==> src/rtl/blink_rate_controller_if.sv <==
// ---------------------------------------------------------------------------
// blink_rate_controller_if
//   Board-side signal bundle for blink_rate_controller.
//   master : drives the raw buttons, observes the LED/tick/status outputs
//   slave  : the controller itself
// Signals:
//   BTN_SPEED  raw speed button, active-low, asynchronous to CLK
//   BTN_PAUSE  raw pause button, active-low, asynchronous to CLK
//   LED[3:0]   pattern output
//   TICK       one-cycle enable pulse (registered)
//   RATE_SEL   current rate index (registered)
//   RUNNING    1 = RUN, 0 = PAUSE
// ---------------------------------------------------------------------------
interface blink_rate_controller_if;
    logic       BTN_SPEED;
    logic       BTN_PAUSE;
    logic [3:0] LED;
    logic       TICK;
    logic [1:0] RATE_SEL;
    logic       RUNNING;

    modport master (
        output BTN_SPEED, BTN_PAUSE,
        input  LED, TICK, RATE_SEL, RUNNING
    );

    modport slave (
        input  BTN_SPEED, BTN_PAUSE,
        output LED, TICK, RATE_SEL, RUNNING
    );
endinterface

==> src/rtl/blink_rate_controller.sv <==
// ---------------------------------------------------------------------------
// blink_rate_controller
//   Shared prescaler + LED pattern sequencer. A debounced SPEED button cycles
//   through a 4-entry divisor table; a debounced PAUSE button toggles between
//   RUN and PAUSE. Each prescaler tick advances the 4-LED pattern.
// Ports:
//   CLK    system clock
//   RESET  asynchronous reset, active-low
//   bus    blink_rate_controller_if.slave (buttons in, LED/TICK/RATE_SEL/
//          RUNNING out)
// Build option:
//   BLINK_BOUNCE_EN  defined   -> LED ping-pongs 0001..1000..0001
//                    undefined -> LED rotates left
// ---------------------------------------------------------------------------
module blink_rate_controller #(
    parameter int CNT_W      = 26,
    parameter int DIV0       = 1000000,
    parameter int DIV1       = 500000,
    parameter int DIV2       = 250000,
    parameter int DIV3       = 125000,
    parameter int DEB_CYCLES = 20000
) (
    input  logic                         CLK,
    input  logic                         RESET,
    blink_rate_controller_if.slave       bus
);

    localparam int unsigned DEB_W = (DEB_CYCLES > 1) ? $clog2(DEB_CYCLES) : 1;
    localparam logic [DEB_W-1:0] DEB_LAST = DEB_W'(DEB_CYCLES - 1);

    // Every divisor must be >= 1 and representable in CNT_W bits.
    localparam bit DIV_OK = (DIV0 >= 1) && ((DIV0 >> CNT_W) == 0) &&
                            (DIV1 >= 1) && ((DIV1 >> CNT_W) == 0) &&
                            (DIV2 >= 1) && ((DIV2 >> CNT_W) == 0) &&
                            (DIV3 >= 1) && ((DIV3 >> CNT_W) == 0);

    typedef enum logic {
        ST_RUN   = 1'b0,
        ST_PAUSE = 1'b1
    } state_t;

    // -----------------------------------------------------------------------
    // Button synchronisers and debouncers; bit 0 = SPEED, bit 1 = PAUSE
    // -----------------------------------------------------------------------
    logic [1:0]       sync1;
    logic [1:0]       sync2;
    logic [1:0]       deb;
    logic [1:0]       deb_d;
    logic [DEB_W-1:0] dcnt [2];
    logic [1:0]       press;

    always_ff @(posedge CLK or negedge RESET) begin
        if (!RESET) begin
            sync1 <= '1;
            sync2 <= '1;
            deb   <= '1;
            deb_d <= '1;
            for (int unsigned i = 0; i < 2; i++) begin
                dcnt[i] <= '0;
            end
        end else begin
            sync1 <= {bus.BTN_PAUSE, bus.BTN_SPEED};
            sync2 <= sync1;
            deb_d <= deb;
            for (int unsigned i = 0; i < 2; i++) begin
                if (sync2[i] == deb[i]) begin
                    dcnt[i] <= '0;
                end else if (dcnt[i] == DEB_LAST) begin
                    // DEB_CYCLES-th consecutive differing sample: accept it
                    deb[i]  <= sync2[i];
                    dcnt[i] <= '0;
                end else begin
                    dcnt[i] <= dcnt[i] + 1'b1;
                end
            end
        end
    end

    // Press = debounced 1->0; release produces nothing.
    assign press = deb_d & ~deb;

    logic speed_ev;
    logic pause_ev;
    assign speed_ev = press[0];
    assign pause_ev = press[1];

    // -----------------------------------------------------------------------
    // Run/pause FSM, prescaler, rate select and LED pattern
    // -----------------------------------------------------------------------
    state_t           state;
    state_t           state_nxt;
    logic [CNT_W-1:0] count;
    logic [CNT_W-1:0] div_m1;
    logic             tick_q;
    logic             running_q;
    logic [1:0]       rate_q;
    logic [3:0]       led_q;
`ifdef BLINK_BOUNCE_EN
    logic             dir_right;
`endif

    always_comb begin
        state_nxt = state;
        if (pause_ev) begin
            state_nxt = (state == ST_RUN) ? ST_PAUSE : ST_RUN;
        end
    end

    always_comb begin
        div_m1 = '0;
        case (rate_q)
            2'd0:    div_m1 = CNT_W'(DIV0 - 1);
            2'd1:    div_m1 = CNT_W'(DIV1 - 1);
            2'd2:    div_m1 = CNT_W'(DIV2 - 1);
            default: div_m1 = CNT_W'(DIV3 - 1);
        endcase
    end

    always_ff @(posedge CLK or negedge RESET) begin
        if (!RESET) begin
            state     <= ST_RUN;
            running_q <= 1'b1;
            count     <= '0;
            tick_q    <= 1'b0;
            rate_q    <= '0;
            led_q     <= 4'b0001;
`ifdef BLINK_BOUNCE_EN
            dir_right <= 1'b0;
`endif
        end else begin
            assert (DIV_OK) else $error("blink_rate_controller: divisor out of range for CNT_W");

            state     <= state_nxt;
            running_q <= (state_nxt == ST_RUN);

            // LED follows the registered tick, so it lags TICK by one edge.
            if (tick_q) begin
`ifdef BLINK_BOUNCE_EN
                if (dir_right) begin
                    led_q <= led_q >> 1;
                    if (led_q == 4'b0010) dir_right <= 1'b0;
                end else begin
                    led_q <= led_q << 1;
                    if (led_q == 4'b0100) dir_right <= 1'b1;
                end
`else
                led_q <= {led_q[2:0], led_q[3]};
`endif
            end

            // Prescaler is gated by the post-toggle state: the edge that
            // enters PAUSE already holds the count, the edge that leaves it
            // already counts. A SPEED press overrides terminal count.
            if (speed_ev) begin
                rate_q <= rate_q + 2'd1;
                count  <= '0;
                tick_q <= 1'b0;
            end else if (state_nxt == ST_RUN) begin
                if (count == div_m1) begin
                    count  <= '0;
                    tick_q <= 1'b1;
                end else begin
                    count  <= count + 1'b1;
                    tick_q <= 1'b0;
                end
            end else begin
                tick_q <= 1'b0;
            end
        end
    end

    assign bus.LED      = led_q;
    assign bus.TICK     = tick_q;
    assign bus.RATE_SEL = rate_q;
    assign bus.RUNNING  = running_q;

endmodule

==> src/flat_wrapper.sv <==
// flat-port wrapper written by rule: the top's interface ports become plain ports
module blink_rate_controller_flat 
#(
    parameter int CNT_W      = 26,
    parameter int DIV0       = 1000000,
    parameter int DIV1       = 500000,
    parameter int DIV2       = 250000,
    parameter int DIV3       = 125000,
    parameter int DEB_CYCLES = 20000
)
  (CLK, RESET, bus_BTN_SPEED, bus_BTN_PAUSE, bus_LED, bus_TICK, bus_RATE_SEL, bus_RUNNING);
  blink_rate_controller_if bus_i ();
  input  logic CLK;
  input  logic RESET;
  input wire logic [$bits(bus_i.BTN_SPEED)-1:0] bus_BTN_SPEED;
  input wire logic [$bits(bus_i.BTN_PAUSE)-1:0] bus_BTN_PAUSE;
  output wire logic [$bits(bus_i.LED)-1:0] bus_LED;
  output wire logic [$bits(bus_i.TICK)-1:0] bus_TICK;
  output wire logic [$bits(bus_i.RATE_SEL)-1:0] bus_RATE_SEL;
  output wire logic [$bits(bus_i.RUNNING)-1:0] bus_RUNNING;
  assign bus_i.BTN_SPEED = bus_BTN_SPEED;
  assign bus_i.BTN_PAUSE = bus_BTN_PAUSE;
  assign bus_LED = bus_i.LED;
  assign bus_TICK = bus_i.TICK;
  assign bus_RATE_SEL = bus_i.RATE_SEL;
  assign bus_RUNNING = bus_i.RUNNING;
  blink_rate_controller #(.CNT_W(CNT_W), .DIV0(DIV0), .DIV1(DIV1), .DIV2(DIV2), .DIV3(DIV3), .DEB_CYCLES(DEB_CYCLES)) u_core (.CLK(CLK), .RESET(RESET), .bus(bus_i));
endmodule
==> config.mk <==
export PLATFORM = sky130hd
export DESIGN_NAME = blink_rate_controller_flat
export DESIGN_NICKNAME = d
export VERILOG_FILES = /design/src/rtl/blink_rate_controller_if.sv /design/src/rtl/blink_rate_controller.sv /design/src/flat_wrapper.sv
export SDC_FILE = /design/constraint.sdc
export NUM_CORES = 1
export LEC_CHECK = 0
export CAP_MARGIN = 10
export CORE_MARGIN = 8
export CORE_UTILIZATION = 35
export DETAILED_ROUTE_END_ITERATION = 10
export GPL_TIMING_DRIVEN = 0
export MAX_ROUTING_LAYER = met4
export PLACE_DENSITY_LB_ADDON = 0.12
export SETUP_SLACK_MARGIN = 0.5
export SLEW_MARGIN = 20
export SYNTH_ARGS = -nofsm -noshare
export SYNTH_HDL_FRONTEND = slang
export SYNTH_SLANG_ARGS = --single-unit
==> constraint.sdc <==
create_clock -name CLK -period 2.7 [get_ports CLK]
set_clock_uncertainty 0.15 [all_clocks]
set_input_delay 0.405 -clock CLK [delete_from_list [all_inputs] [get_ports CLK]]
set_output_delay 0.405 -clock CLK [all_outputs]
set_load 0.02 [all_outputs]
## After elaboration in Yosys (flattened, before gate mapping)

Cells that the tools add are included.

- Eq/ne operators: 8
- Reduce and logical (&&, ||, !) cells: 3
- Mux-type cells: 13
- Bitwise logic cells: 5
- $add $sub $neg: 4

Operator list:

| operator | number |
|---|---|
| $mux 26 | 3 |
| $mux 15 | 4 |
| $pmux 20 s3 | 1 |
| $add 15x1->15 const B | 2 |
| $eq 15x15->1 const B | 2 |
| $add 26x1->26 const B | 1 |
| $eq 26x20->1 | 1 |
| $mux 1 | 5 |
| $reduce_and 2->1 | 2 |
| $not 1->1 | 3 |
| $add 2x1->2 const B | 1 |
| $and 2x2->2 | 1 |
| $eq 1x1->1 | 2 |
| $eq 2x1->1 const B | 1 |
| $eq 2x2->1 const B | 1 |
| $logic_not 2->1 | 1 |
| $ne 2x1->1 const B | 1 |
| $not 2->2 | 1 |

- Register bits after elaboration: 73
- Logic and storage cells: 46
- Bits of input ports: 4
- Output and inout bits: 8

## Longest topological paths before layout

- Depth after elaboration: 6
- Depth in mapped cells: 8
- Depth with buffers taken out: 7

## Worst setup path before layout

Ideal clock, no wire load.

- Kind: reg2reg
- Start point: reg u_core.rate_q[0] (netlist: u_core.bus.RATE_SEL[0])
- End point: reg u_core.count[14]
- Setup time: 0.119 ns
- Slack: 0.392 ns
- Path buffers: 1
- Clock period less this slack: 2.308 ns
- Stages on the path, launching flop included: 8
- Arrival: 2.040 ns
- Required time: 2.431 ns
- Path through: dfrtp_1 ha_1 and4bb_2 nor2_1 or4_1 o21ai_4 buf_6 nor2_1

- Longest elaborated chain between the ends: 6
- Elaborated cells on any way between the ends: 8
- Classes of those cells: eq/ne (3); mux (4); reduce/logical (1)

Ends and longest elaborated chain:

| element | RTL line | RTL |
|---|---|---|
| start, declared | blink_rate_controller.sv:96 | `logic [1:0] rate_q;` |
| start signal, assigned | blink_rate_controller.sv:155 | `rate_q <= rate_q + 2'd1;` |
| $eq 2x2->1 (tied with other cells) | blink_rate_controller.sv:111 | `case (rate_q)` |
| $pmux 20 s3 * | blink_rate_controller.sv:111 |  |
| $eq 26x20->1 * | blink_rate_controller.sv:159 | `if (count == div_m1) begin` |
| $mux 26 * | blink_rate_controller.sv:159 |  |
| $mux 26 * | blink_rate_controller.sv:158 | `end else if (state_nxt == ST_RUN) begin` |
| $mux 26 * | blink_rate_controller.sv:154 | `if (speed_ev) begin` |
| end signal, assigned | blink_rate_controller.sv:163 | `count <= count + 1'b1;` |
| end, declared | blink_rate_controller.sv:92 | `logic [CNT_W-1:0] count;` |

Mark *: on every way between the ends. The rest lies on a longest branch, timed or not. The select of a mux whose other input is x is not followed.
A chain may end at the register's enable or synchronous reset.

## Final worst setup path

- Start point: reg u_core.rate_q[0] (netlist: u_core.bus.RATE_SEL[0])
- End point: reg u_core.count[16]

Same word-level chain as after synthesis.

==> results.ini <==
[global_route]
first_global_vias = 2652
grt_usage = 0.1206
grt_max_degree = 40
antenna_found_initial = 0
grt_pass1_wl_microns = 13410
grt_overflow_total = 0

[clocking]
h-tree-depth = 3
clk_pin_slew_ns = 0.08
tritoncts = done
cts_buffers = 9
clock_latency_ns = 0.35
clock_path_buffers = 2
cts_sinks = 73
cts_root_buf = clkbuf_8

[critical_path]
crit_type = reg2reg
rr_worst_depth = 7
critPathMaxFanout = 6
end_kind = flop
cp.required_ns = 2.79
reg2reg_slack_ns = 0.46
crit_path_start_kind = flop
crit_arrival_ns = 2.33
crit_path_max_incr_delay_ns = 0.52
cp_slowest_cell = or4_4
path_cells = ha_4, and4bb_2, nor2_2, or4_4, o21ai_4, buf_6, nor2_1

[synthesis]
ys_async_sr_fraction = 1.000
yosys-top-cells-area = dfrtp_1 (43%), dfstp_2 (7.2%), xor2_1 (6.2%)
synth_seq_cells = 73
synth_cell_types = 44
synth_top_area_frac = 0.4308
synth_largest_area_cell = dfrtp_1
yosys.cell_count.top_type = dfrtp_1
synth_flop_cell = dfrtp_1
syn-cell-area_sq_mm = 0.003660
synth_commonest_cells = dfrtp_1 (63), nor2_1 (59), xor2_1 (26)
syn_nets = 367
synth_edf_count = 0
postSynthCellCount = 355
syn_area_per_cell_sq_um = 10.31
ys_seq_area_frac = 0.5026
yosysWarningCount = 0

[floorplan]
die_y_microns = 118.3
chipWidth_microns = 118.3
design.die.area_sq_mm = 0.01398
io_pins = 12
initial_core_util = 0.3577
core_area_sq_mm = 0.01023
num_rows = 37

[drt]
postRouteWirelength_microns = 7793
first_iter_violations = 121
route.detailed.drc = 0
dr.pass1.iters = 4
via_per_inst = 4.955
wl_per_cell_microns = 14.76
detail-route-antenna-nets = 0
vias = 2616

[finish]
nets = 399
multi_input_area_sq_mm = 0.001846
synthToLayoutAreaGrowth_pct = 19.90
antenna_cells = 0
drive_above_1_share = 0.1990
ff_latch_area_sq_mm = 0.001842
fin_util = 0.4289
fillCellCount = 975

[place]
dp_hpwl_microns = 5294
io_buffers = 11
place.gp.congestion = 0.7984

[sta]
finalMaxSlewViolations = 0
slew_headroom = 0.5955
post-route-period-util = 0.8282
fin_crit_ns = 2.236
timing.fmax_mhz = 447.2
rsz0062_at_grt = yes
finalSetupViolations = 0
tightest_slew_ns = 0.6021
hold_violations = 0

[pwr]
power.leakage_nw = 1.840
ir_drop_v = 0.0002330
powerDensity_mw_per_mm2 = 493.6
power_mw = 2.166

[min_path]
hold_path_depth = 0
min_path_type = reg2reg

[outcome]
status = finished, final reports clean

[job]
cap_violations = 0

-- where the power goes --
part	internal, mW	switching, mW	total (mW)
combinational	0.0177	0.0368	0.0545
clock	0.572	0.425	0.997
sequential	1.11	0.00891	1.11
-- through the flow --
step | cell area (sq um) | setup TNS, ns | setup WS [ns] | hold slack [ns] | instances
final | 4388 | 0 | 0.4640 | 0.2088 | 528
after detailed placement | 3976 | 0 | 0.3509 | 0.1990 | 503
after CTS | 4258 | 0 | 0.4711 | 0.2097 | 522
after floorplan | 3679 | 0 | 0.5087 | -0.04059 | 355
after global routing | 4388 | 0 | 0.3870 | 0.2160 | 528
after global placement | 3959 | -108.93 | -1.900 | 0.1982 | 502
-- cell usage in the layout, fill, tap and decap left out, types with 3 or more instances in the layout --
cell,n
a211oi_1,3
inv_1,7
nand3_1,16
or4_1,3
o2111ai_1,3
and3_1,6
o211ai_1,8
clkbuf_1,7
buf_4,8
xnor2_1,24
mux2_2,6
nor4_4,3
dfstp_2,10
dfrtp_1,61
o21ai_0,3
clkbuf_8,11
nand4_1,13
xor2_1,26
ha_1,5
clkdlybuf4s50_1,10
buf_6,3
nor3_1,12
nor2_1,57
clkbuf_2,3
nand2b_1,5
nand2_1,24
-- metal layers --
metal | GRT usage | routed length, microns | vias to the layer above
li1 | - | - | 1300
met1 | 0.1520 | 3883 | 1290
met2 | 0.1854 | 3634 | 19
met3 | 0.01999 | 178 | 7
met4 | 0.05765 | 96 | 0
met5 | - | 0 | -
-- final timing paths --
check | to | startpoint
max | u_core.count[16]$_DFFE_PN0P_ | u_core.bus.RATE_SEL[0]$_DFFE_PN0P_
min in group asynchronous | u_core.dcnt[9]$_DFF_PN0_ | RESET
max in group asynchronous | u_core.bus.LED[0]$_DFFE_PN1P_ | RESET
max reg2reg | u_core.count[16]$_DFFE_PN0P_ | u_core.bus.RATE_SEL[0]$_DFFE_PN0P_
min reg2reg | u_core.sync2[1]$_DFF_PN1_ | u_core.sync1[1]$_DFF_PN1_
min | u_core.sync2[1]$_DFF_PN1_ | u_core.sync1[1]$_DFF_PN1_
-- timing repair --
| action | 4_1_cts | 5_1_grt |
|---|---|---|
| pin swaps | 2 | 5 |
| hold buffers | 1 | 0 |
| setup endpoints to repair | 25 | 34 |
| gates resized for setup | 8 | 23 |
| endpoints found under the hold margin | 30 | 0 |
| gates cloned | 0 | 1 |
| buffers inserted | 2 | 5 |
-- area by class of cell --
class,count,share of cell area
clock buffer,12,0.03536
multi-input combinational,261,0.4206
timing repair buffer,21,0.04676
sequential,73,0.4197
buffer,12,0.01397
tap,136,0.03878
inverter,9,0.007699
clock inverter,4,0.01711
-- cell families (layout without fill, tap and decap cells) --
group,count (synthesis),count (layout),synth area share
AO/OA/AOI/OAI,26,26,0.05607
XOR/XNOR,51,51,0.1221
adder cells (fa/ha/maj),8,8,0.02735
buffers and inverters,21,58,0.02427
flip-flops,73,73,0.5026
multiplexers,8,8,0.02393
AND/OR/NAND/NOR,168,168,0.2438
-- flip-flops by register name, summed over array words and instances (netlist names) --
name                 flops
u_core.dcnt             30
u_core.count            26
u_core.bus.LED           4
u_core.bus.RATE_SEL      2
u_core.deb               2
u_core.deb_d             2
u_core.sync1             2
u_core.sync2             2
u_core.bus.RUNNING       1
u_core.bus.TICK          1
u_core.state             1
-- worst max-delay path: cells and delay by family, from the launching register on --
| kind | cells | cell delay, ns |
|---|---|---|
| adder cells (fa/ha/maj) | 1 | 0.19 |
| flip-flops | 1 | 0.47 |
| AND/OR/NAND/NOR | 4 | 0.92 |
| AO/OA/AOI/OAI | 1 | 0.24 |
| buffers and inverters | 1 | 0.16 |
(Power assumes the default switching activity.)
